### src/rtl/pipe_wb_reg.sv
// MEM->WB pipeline register: two-entry skid buffer (head + skid) with registered outputs.
// Define WB_FWD_EN to add a combinational forwarding lookup port (fwd_addr/fwd_hit/fwd_data).
module pipe_wb_reg #(
  parameter int unsigned DW = 32,
  parameter int unsigned AW = 5
) (
  input  logic          clk_in,
  input  logic          rst_in,
  input  logic          rdy_in,
  input  logic          flush_in,
  input  logic          up_valid,
  output logic          up_ready,
  input  logic          up_we,
  input  logic [AW-1:0] up_w_addr,
  input  logic [DW-1:0] up_w_data,
  input  logic          dn_ready,
  output logic          dn_valid,
  output logic          wb_we,
  output logic [AW-1:0] wb_w_addr,
  output logic [DW-1:0] wb_w_data,
`ifdef WB_FWD_EN
  input  logic [AW-1:0] fwd_addr,
  output logic          fwd_hit,
  output logic [DW-1:0] fwd_data,
`endif
  output logic [1:0]    occ
);

  typedef enum logic [1:0] {
    EMPTY = 2'd0,
    ONE   = 2'd1,
    FULL  = 2'd2
  } state_e;

  state_e        state_q, state_d;
  logic          up_ready_q, up_ready_d;
  logic          dn_valid_q, dn_valid_d;
  logic          head_we_q, head_we_d;
  logic [AW-1:0] head_addr_q, head_addr_d;
  logic [DW-1:0] head_data_q, head_data_d;
  logic          skid_we_q, skid_we_d;
  logic [AW-1:0] skid_addr_q, skid_addr_d;
  logic [DW-1:0] skid_data_q, skid_data_d;

  logic          push;
  logic          pop;
  logic          cap_we;

  assign push   = up_valid & up_ready_q & rdy_in & ~flush_in;
  assign pop    = dn_valid_q & dn_ready & rdy_in & ~flush_in;
  // Writes to x0 are never presented downstream.
  assign cap_we = up_we & (up_w_addr != '0);

  always_ff @(posedge clk_in or posedge rst_in) begin
    if (rst_in) begin
      state_q     <= EMPTY;
      up_ready_q  <= 1'b1;
      dn_valid_q  <= 1'b0;
      head_we_q   <= 1'b0;
      head_addr_q <= '0;
      head_data_q <= '0;
      skid_we_q   <= 1'b0;
      skid_addr_q <= '0;
      skid_data_q <= '0;
    end else begin
      state_q     <= state_d;
      up_ready_q  <= up_ready_d;
      dn_valid_q  <= dn_valid_d;
      head_we_q   <= head_we_d;
      head_addr_q <= head_addr_d;
      head_data_q <= head_data_d;
      skid_we_q   <= skid_we_d;
      skid_addr_q <= skid_addr_d;
      skid_data_q <= skid_data_d;
    end
  end

  // Next state and entry movement; empty slots are kept zeroed so outputs read 0.
  always_comb begin
    state_d     = state_q;
    head_we_d   = head_we_q;
    head_addr_d = head_addr_q;
    head_data_d = head_data_q;
    skid_we_d   = skid_we_q;
    skid_addr_d = skid_addr_q;
    skid_data_d = skid_data_q;

    if (rdy_in && flush_in) begin
      state_d     = EMPTY;
      head_we_d   = 1'b0;
      head_addr_d = '0;
      head_data_d = '0;
      skid_we_d   = 1'b0;
      skid_addr_d = '0;
      skid_data_d = '0;
    end else begin
      case (state_q)
        EMPTY: begin
          if (push) begin
            state_d     = ONE;
            head_we_d   = cap_we;
            head_addr_d = up_w_addr;
            head_data_d = up_w_data;
          end
        end
        ONE: begin
          if (push && pop) begin
            head_we_d   = cap_we;
            head_addr_d = up_w_addr;
            head_data_d = up_w_data;
          end else if (push) begin
            state_d     = FULL;
            skid_we_d   = cap_we;
            skid_addr_d = up_w_addr;
            skid_data_d = up_w_data;
          end else if (pop) begin
            state_d     = EMPTY;
            head_we_d   = 1'b0;
            head_addr_d = '0;
            head_data_d = '0;
          end
        end
        FULL: begin
          if (pop) begin
            state_d     = ONE;
            head_we_d   = skid_we_q;
            head_addr_d = skid_addr_q;
            head_data_d = skid_data_q;
            skid_we_d   = 1'b0;
            skid_addr_d = '0;
            skid_data_d = '0;
          end
        end
        default: begin
          state_d = EMPTY;
        end
      endcase
    end

    up_ready_d = (state_d != FULL);
    dn_valid_d = (state_d != EMPTY);
  end

  assign up_ready  = up_ready_q;
  assign dn_valid  = dn_valid_q;
  assign wb_we     = head_we_q & dn_valid_q;
  assign wb_w_addr = head_addr_q;
  assign wb_w_data = head_data_q;
  assign occ       = 2'(state_q);

`ifdef WB_FWD_EN
  logic skid_vld;
  assign skid_vld = (state_q == FULL);

  // Skid is younger than head, so a skid match overrides a head match.
  always_comb begin
    fwd_hit  = 1'b0;
    fwd_data = '0;
    if (dn_valid_q && head_we_q && (head_addr_q == fwd_addr)) begin
      fwd_hit  = 1'b1;
      fwd_data = head_data_q;
    end
    if (skid_vld && skid_we_q && (skid_addr_q == fwd_addr)) begin
      fwd_hit  = 1'b1;
      fwd_data = skid_data_q;
    end
  end
`endif

endmodule

### config.mk
export PLATFORM = sky130hd
export DESIGN_NAME = pipe_wb_reg
export DESIGN_NICKNAME = d
export VERILOG_FILES = /design/src/rtl/pipe_wb_reg.sv
export SDC_FILE = /design/constraint.sdc
export NUM_CORES = 1
export LEC_CHECK = 0
export BUFFER_PORTS_ARGS = -buffer_cell sky130_fd_sc_hd__buf_2
export CORE_MARGIN = 3
export CORE_UTILIZATION = 45
export CTS_BUF_LIST = sky130_fd_sc_hd__clkbuf_2 sky130_fd_sc_hd__clkbuf_4 sky130_fd_sc_hd__clkbuf_8
export DETAILED_ROUTE_END_ITERATION = 12
export PLACE_DENSITY = 0.68
export SYNTH_ARGS = -nofsm -noshare
export SYNTH_HDL_FRONTEND = slang
export SYNTH_SLANG_ARGS = --single-unit
### constraint.sdc
create_clock -name clk_in -period 4.09 [get_ports clk_in]
set_input_delay 0.818 -clock clk_in [delete_from_list [all_inputs] [get_ports clk_in]]
set_output_delay 0.818 -clock clk_in [all_outputs]
set_load 0.01 [all_outputs]
# == Yosys cells after proc, flatten, opt, wreduce, memory -nomap -nowiden ==
# Cells that the tools add are included.
# totals
register_bits,80
inputBits,44
word_cells,73
output_inout_bits,42
# classes
n_bitwise,9
eq_ne,9
n_reduce_logical,9
n_mux,37
# op_table
op,n
two-way mux 32 bit,8
case mux 32 bit (3 select lines),1
case mux 32 bit (2 select lines),1
two-way mux 5 bit,8
case mux 5 bit (3 select lines),1
two-way mux 2 bit,6
"inequality test 3 bit, second input constant",4
case mux 5 bit (2 select lines),1
bitwise AND 1 bit,8
two-way mux 1 bit,8
"inequality test 4 bit, second input constant",2
case mux 2 bit (3 select lines),1
AND reduction 5 bit,1
nonzero test 5 bit,1
AND reduction 4 bit,1
nonzero test 4 bit,1
case mux 1 bit (3 select lines),1
nonzero test 3 bit,1
"== test 2 x 1 -> 1 bit, second input constant",1
"== test 2 bit, second input constant",1
logical AND 1 bit,2
zero test 2 bit,1
"inequality test 2 bit, second input constant",1
case mux 1 bit (2 select lines),1
2 further kinds,2

# == Longest topological paths before layout ==
# logic_depth
ltp_word,9
ltp_mapped,9
ltp_nobuf,6

# == Least setup slack after synthesis ==
# Ideal clock, no wire load.
# synth_path
path_type,reg-to-reg
start,register state_q[0] (netlist: occ[0])
end,register head_addr_q[4] (netlist: wb_w_addr[4])
path_buffers,2
stages_incl_launch_ff,9
synth_period_minus_slack_ns,1.985
setup_ns,0.123
required_time_ns,3.967
slack_ns,2.105
arrival_ns,1.862
cell_sequence,dfrtp_1 -> inv_1 -> ha_1 -> or3b_1 -> a22oi_2 -> nor2_1 -> buf_2 -> buf_4 -> o2bb2ai_2
# synth_between
elab_chain_len,3
# synth_lines
item,line_no,rtl
from (decl),35,"state_e state_q, state_d;"
from (signal assigned),66,state_q <= state_d;
== test 2 x 1 -> 1 bit (tied with other cells),97,case (state_q)
inequality test 4 bit (no line) (tied with other cells),--,
AND reduction 5 bit (no line) / two-way mux 5 bit (equally long branches),--,
to (signal assigned),70,head_addr_q <= head_addr_d;
to (decl),39,"logic [AW-1:0] head_addr_q, head_addr_d;"
# Several ways; a longest one is shown, not always the timed one.
# A chain may end at the register's enable or synchronous reset.

# == Worst setup path in the final report ==
# layout_path
start,register state_q[0] (netlist: occ[0])
end,register head_data_q[26] (netlist: wb_w_data[26])
# layout_between
elab_chain_len,3
# layout_lines
item,line_no,rtl
== test 2 x 1 -> 1 bit (tied with other cells),97,
inequality test 4 bit (no line) (tied with other cells),--,
AND reduction 5 bit (no line) / two-way mux 32 bit (equally long branches),--,
to (signal assigned),71,head_data_q <= head_data_d;
to (decl),40,"logic [DW-1:0] head_data_q, head_data_d;"
# Several ways; a longest one is shown, not always the timed one.

==> run_results.csv <==
group,metric,value,unit
setup_path,crit_path_start_kind,"register",
setup_path,critical_path_class,"register to register",
die,row_count,33,
cells_and_area,syn_to_final_growth,15.7,%
placement,place_congestion,0.799,
cells_and_area,fin_nets,467,
clock_network,cts_root_buffer,"clkbuf_8",
clock_network,clk_latency,0.35,ns
logic_synthesis,yosys.area_share.adder,1.28,%
sta,post-route-min-period,2.93,ns
power,p_total,2.68,mW
clock_network,cts_made_buffers,9,
min_path,min-delay-path-class,"register to register",
routing,routedWlPerCell,18.3,um
cells_and_area,layout_common_cells,"buf_2 (85), dfrtp_1 (79), a21oi_1 (40), nand3_1 (39), a22oi_1 (38)",
clock_network,postCtsSetupBuffers,0,
clock_network,h-tree-depth,3,
routing,post-route-drc-count,0,
job,drv_cap,0,
setup_path,path_buf_inv,2,
logic_synthesis,synth_top_family_by_area,"compound AO/OA/AOI/OAI gates",
die,fp.dieW,99.4,um
sta,setup_viol,0,
setup_path,critical-path-max-stage-delay,0.56,ns
global_routing,antenna_found_initial,0,
sta,hold_violations,0,
sta,fin_ws,1.16,ns
logic_synthesis,dominantRegCellSynth,"dfrtp_1",
cells_and_area,final_util,54.4,%
placement,port_buffers,85,
cells_and_area,fin_area,0.00454,mm^2
routing,first_pass_iters,4,
logic_synthesis,synthArstFlopShare,100,%
sta,relSlewSlack,27.3,%
logic_synthesis,synth_cell_type_count,36,
setup_path,cp_max_fo,38,
cells_and_area,final_cell_count_no_fill,528,
sta,finalSetupTns,0,ns
logic_synthesis,synth_nets,401,
status,run_status,"finished, final reports clean",
logic_synthesis,synth-seq-cells,80,
clock_network,cts_hold_buffers,0,
clock_network,cts.sinks,80,
global_routing,overflow,0,
routing,drt_iter0_drc,156,
routing,drt_wl_total,9.64,mm
die,ios,86,
clock_network,cts_tree,"done",
sta,grt_setup_unrepaired,"false",
cells_and_area,n_fill_cell,765,
logic_synthesis,yosys_warnings,0,
logic_synthesis,avgSynthCellArea,11.1,um^2
logic_synthesis,synth-simple-area-share,16.5,%
sta,fin_skew,0.00995,ns
logic_synthesis,seq_area_frac_synth,51.1,%
power,power_leakage,2.06,nW
sta,drv_slew,0,
logic_synthesis,synth_area,0.00392,mm^2
die,die_h,99.4,um
sta,fin_hold_ws,0.491,ns
die,initial_core_util,47.0,%
clock_network,cts_buffer_depth,2,
placement,place_ws,1.13,ns
clock_network,path_clk_slew,0.08,ns
routing,via_count,3133,
sta,fin_crit_sh,71.6,%
placement,dp_hpwl,6.18,mm
setup_path,worstPathCellList,"inv_1 > ha_1 > buf_4 > o2111ai_1 > a22oi_2 > nand2b_2 > o2bb2ai_1",
die,core_area,0.00834,mm^2
placement,placedCellCount,513,
sta,tightest_slew,1.09,ns
setup_path,cp.required,4.34,ns
sta,fmax,342,MHz
routing,via_per_inst,5.93,
global_routing,grt_pass1_vias,3080,
power,p_per_area,590,mW/mm^2
routing,drtAntennaViolNets,0,
setup_path,cp.arrival,3.18,ns
setup_path,critical_path.top_delay_family,"compound AO/OA/AOI/OAI gates",
logic_synthesis,synthMuxAreaShare,0,%
power,vdd_drop_max,0.268,mV
global_routing,grtUsageTotal,20.0,%
die,dieArea,0.00987,mm^2
global_routing,grt_max_degree,57,
cells_and_area,final_common_cell,"buf_2",
cells_and_area,n_antenna_cell,0,
cells_and_area,drive_above_1_share,30.5,%
logic_synthesis,synth_edf_count,0,
clock_network,cts-resized-gates,0,
setup_path,endpoint_kind,"register",
logic_synthesis,synth-compound-area-share,25.0,%
setup_path,cp_slowest_cell,"nand2b_2",
placement,place_area,0.00434,mm^2
logic_synthesis,synth_xor_area_share,0.223,%
logic_synthesis,syn-instance-count,353,
global_routing,grt_pass1_wl,15.9,mm
[layout make-up]
cell class	count	area (um^2)	share of cell area [%]
Sequential cell	80	2000	44.1
Timing Repair Buffer	93	485	10.7
Clock inverter	5	57.6	1.27
Multi-Input combinational cell	231	1710	37.6
Inverter	4	16.3	0.358
Clock buffer	10	138	3.03
Tap cell	105	131	2.89
[kinds of logic after synthesis]
group	Yosys count
XOR/XNOR	1
AND/OR/NAND/NOR	100
adder cells (fa/ha/maj)	4
buffers and inverters	42
AO/OA/AOI/OAI	126
flip-flops	80
[report_power, final]
group | switching (mW) | internal [mW]
Sequential | 0.137 | 0.998
Clock | 0.290 | 0.294
Combinational | 0.558 | 0.399
[per-layer routing]
layer  wire length [um]  up-vias  GRT usage, %
met4                 80        0          6.41
met2               4670      100          32.1
met3                550        7          3.16
li1                   -     1470             -
met5                  0        -             0
met1               4340     1556          27.9
[sequential cells by signal (all words and copies together), names as in the netlist]
name	cells
skid_addr_q	5
head_we_q	1
up_ready	1
wb_w_data	32
occ	2
wb_w_addr	5
skid_we_q	1
skid_data_q	32
dn_valid	1
[worst reg2reg max path, stage by stage, from the launching register on]
cell and delay [ns]:
dfrtp_1 0.45, inv_1 0.11, ha_1 0.55, buf_4 0.35, o2111ai_1 0.18, a22oi_2 0.27, nand2b_2 0.56, o2bb2ai_1 0.37
[worst paths after layout]
| check | from | endpoint | slack [ns] | depth (start not counted) |
|---|---|---|---|---|
| setup reg to reg | occ[0] | wb_w_data[26] | 1.16 | 7 |
| min in group asynchronous | rst_in | skid_data_q[3] | 0.66 | 2 |
| max in group asynchronous | rst_in | wb_w_data[20] | 2.57 | 3 |
| hold / removal | wb_w_addr[3] | wb_w_addr[3] | 0.49 | 1 |
| setup / recovery | occ[0] | wb_w_data[26] | 1.16 | 7 |
| hold reg to reg | wb_w_addr[3] | wb_w_addr[3] | 0.49 | 1 |
[synth_stat cells, types with 2 or more instances]
master	count	area (um^2)
nor3_1	2	10.0
nand3_1	39	195
a22oi_1	38	285
clkbuf_1	14	52.6
buf_6	4	45.0
nand3b_1	37	278
buf_4	8	60.1
o2bb2ai_2	10	150
inv_1	4	15.0
and2_1	3	18.8
nor2_1	4	15.0
dfrtp_1	79	1980
a21oi_1	40	200
nand2b_1	2	12.5
nand2_1	4	15.0
ha_1	4	50.1
o2bb2ai_1	29	254
or3b_1	3	26.3
buf_2	11	55.1
and4b_1	2	20.0
(Power assumes the default switching activity.)
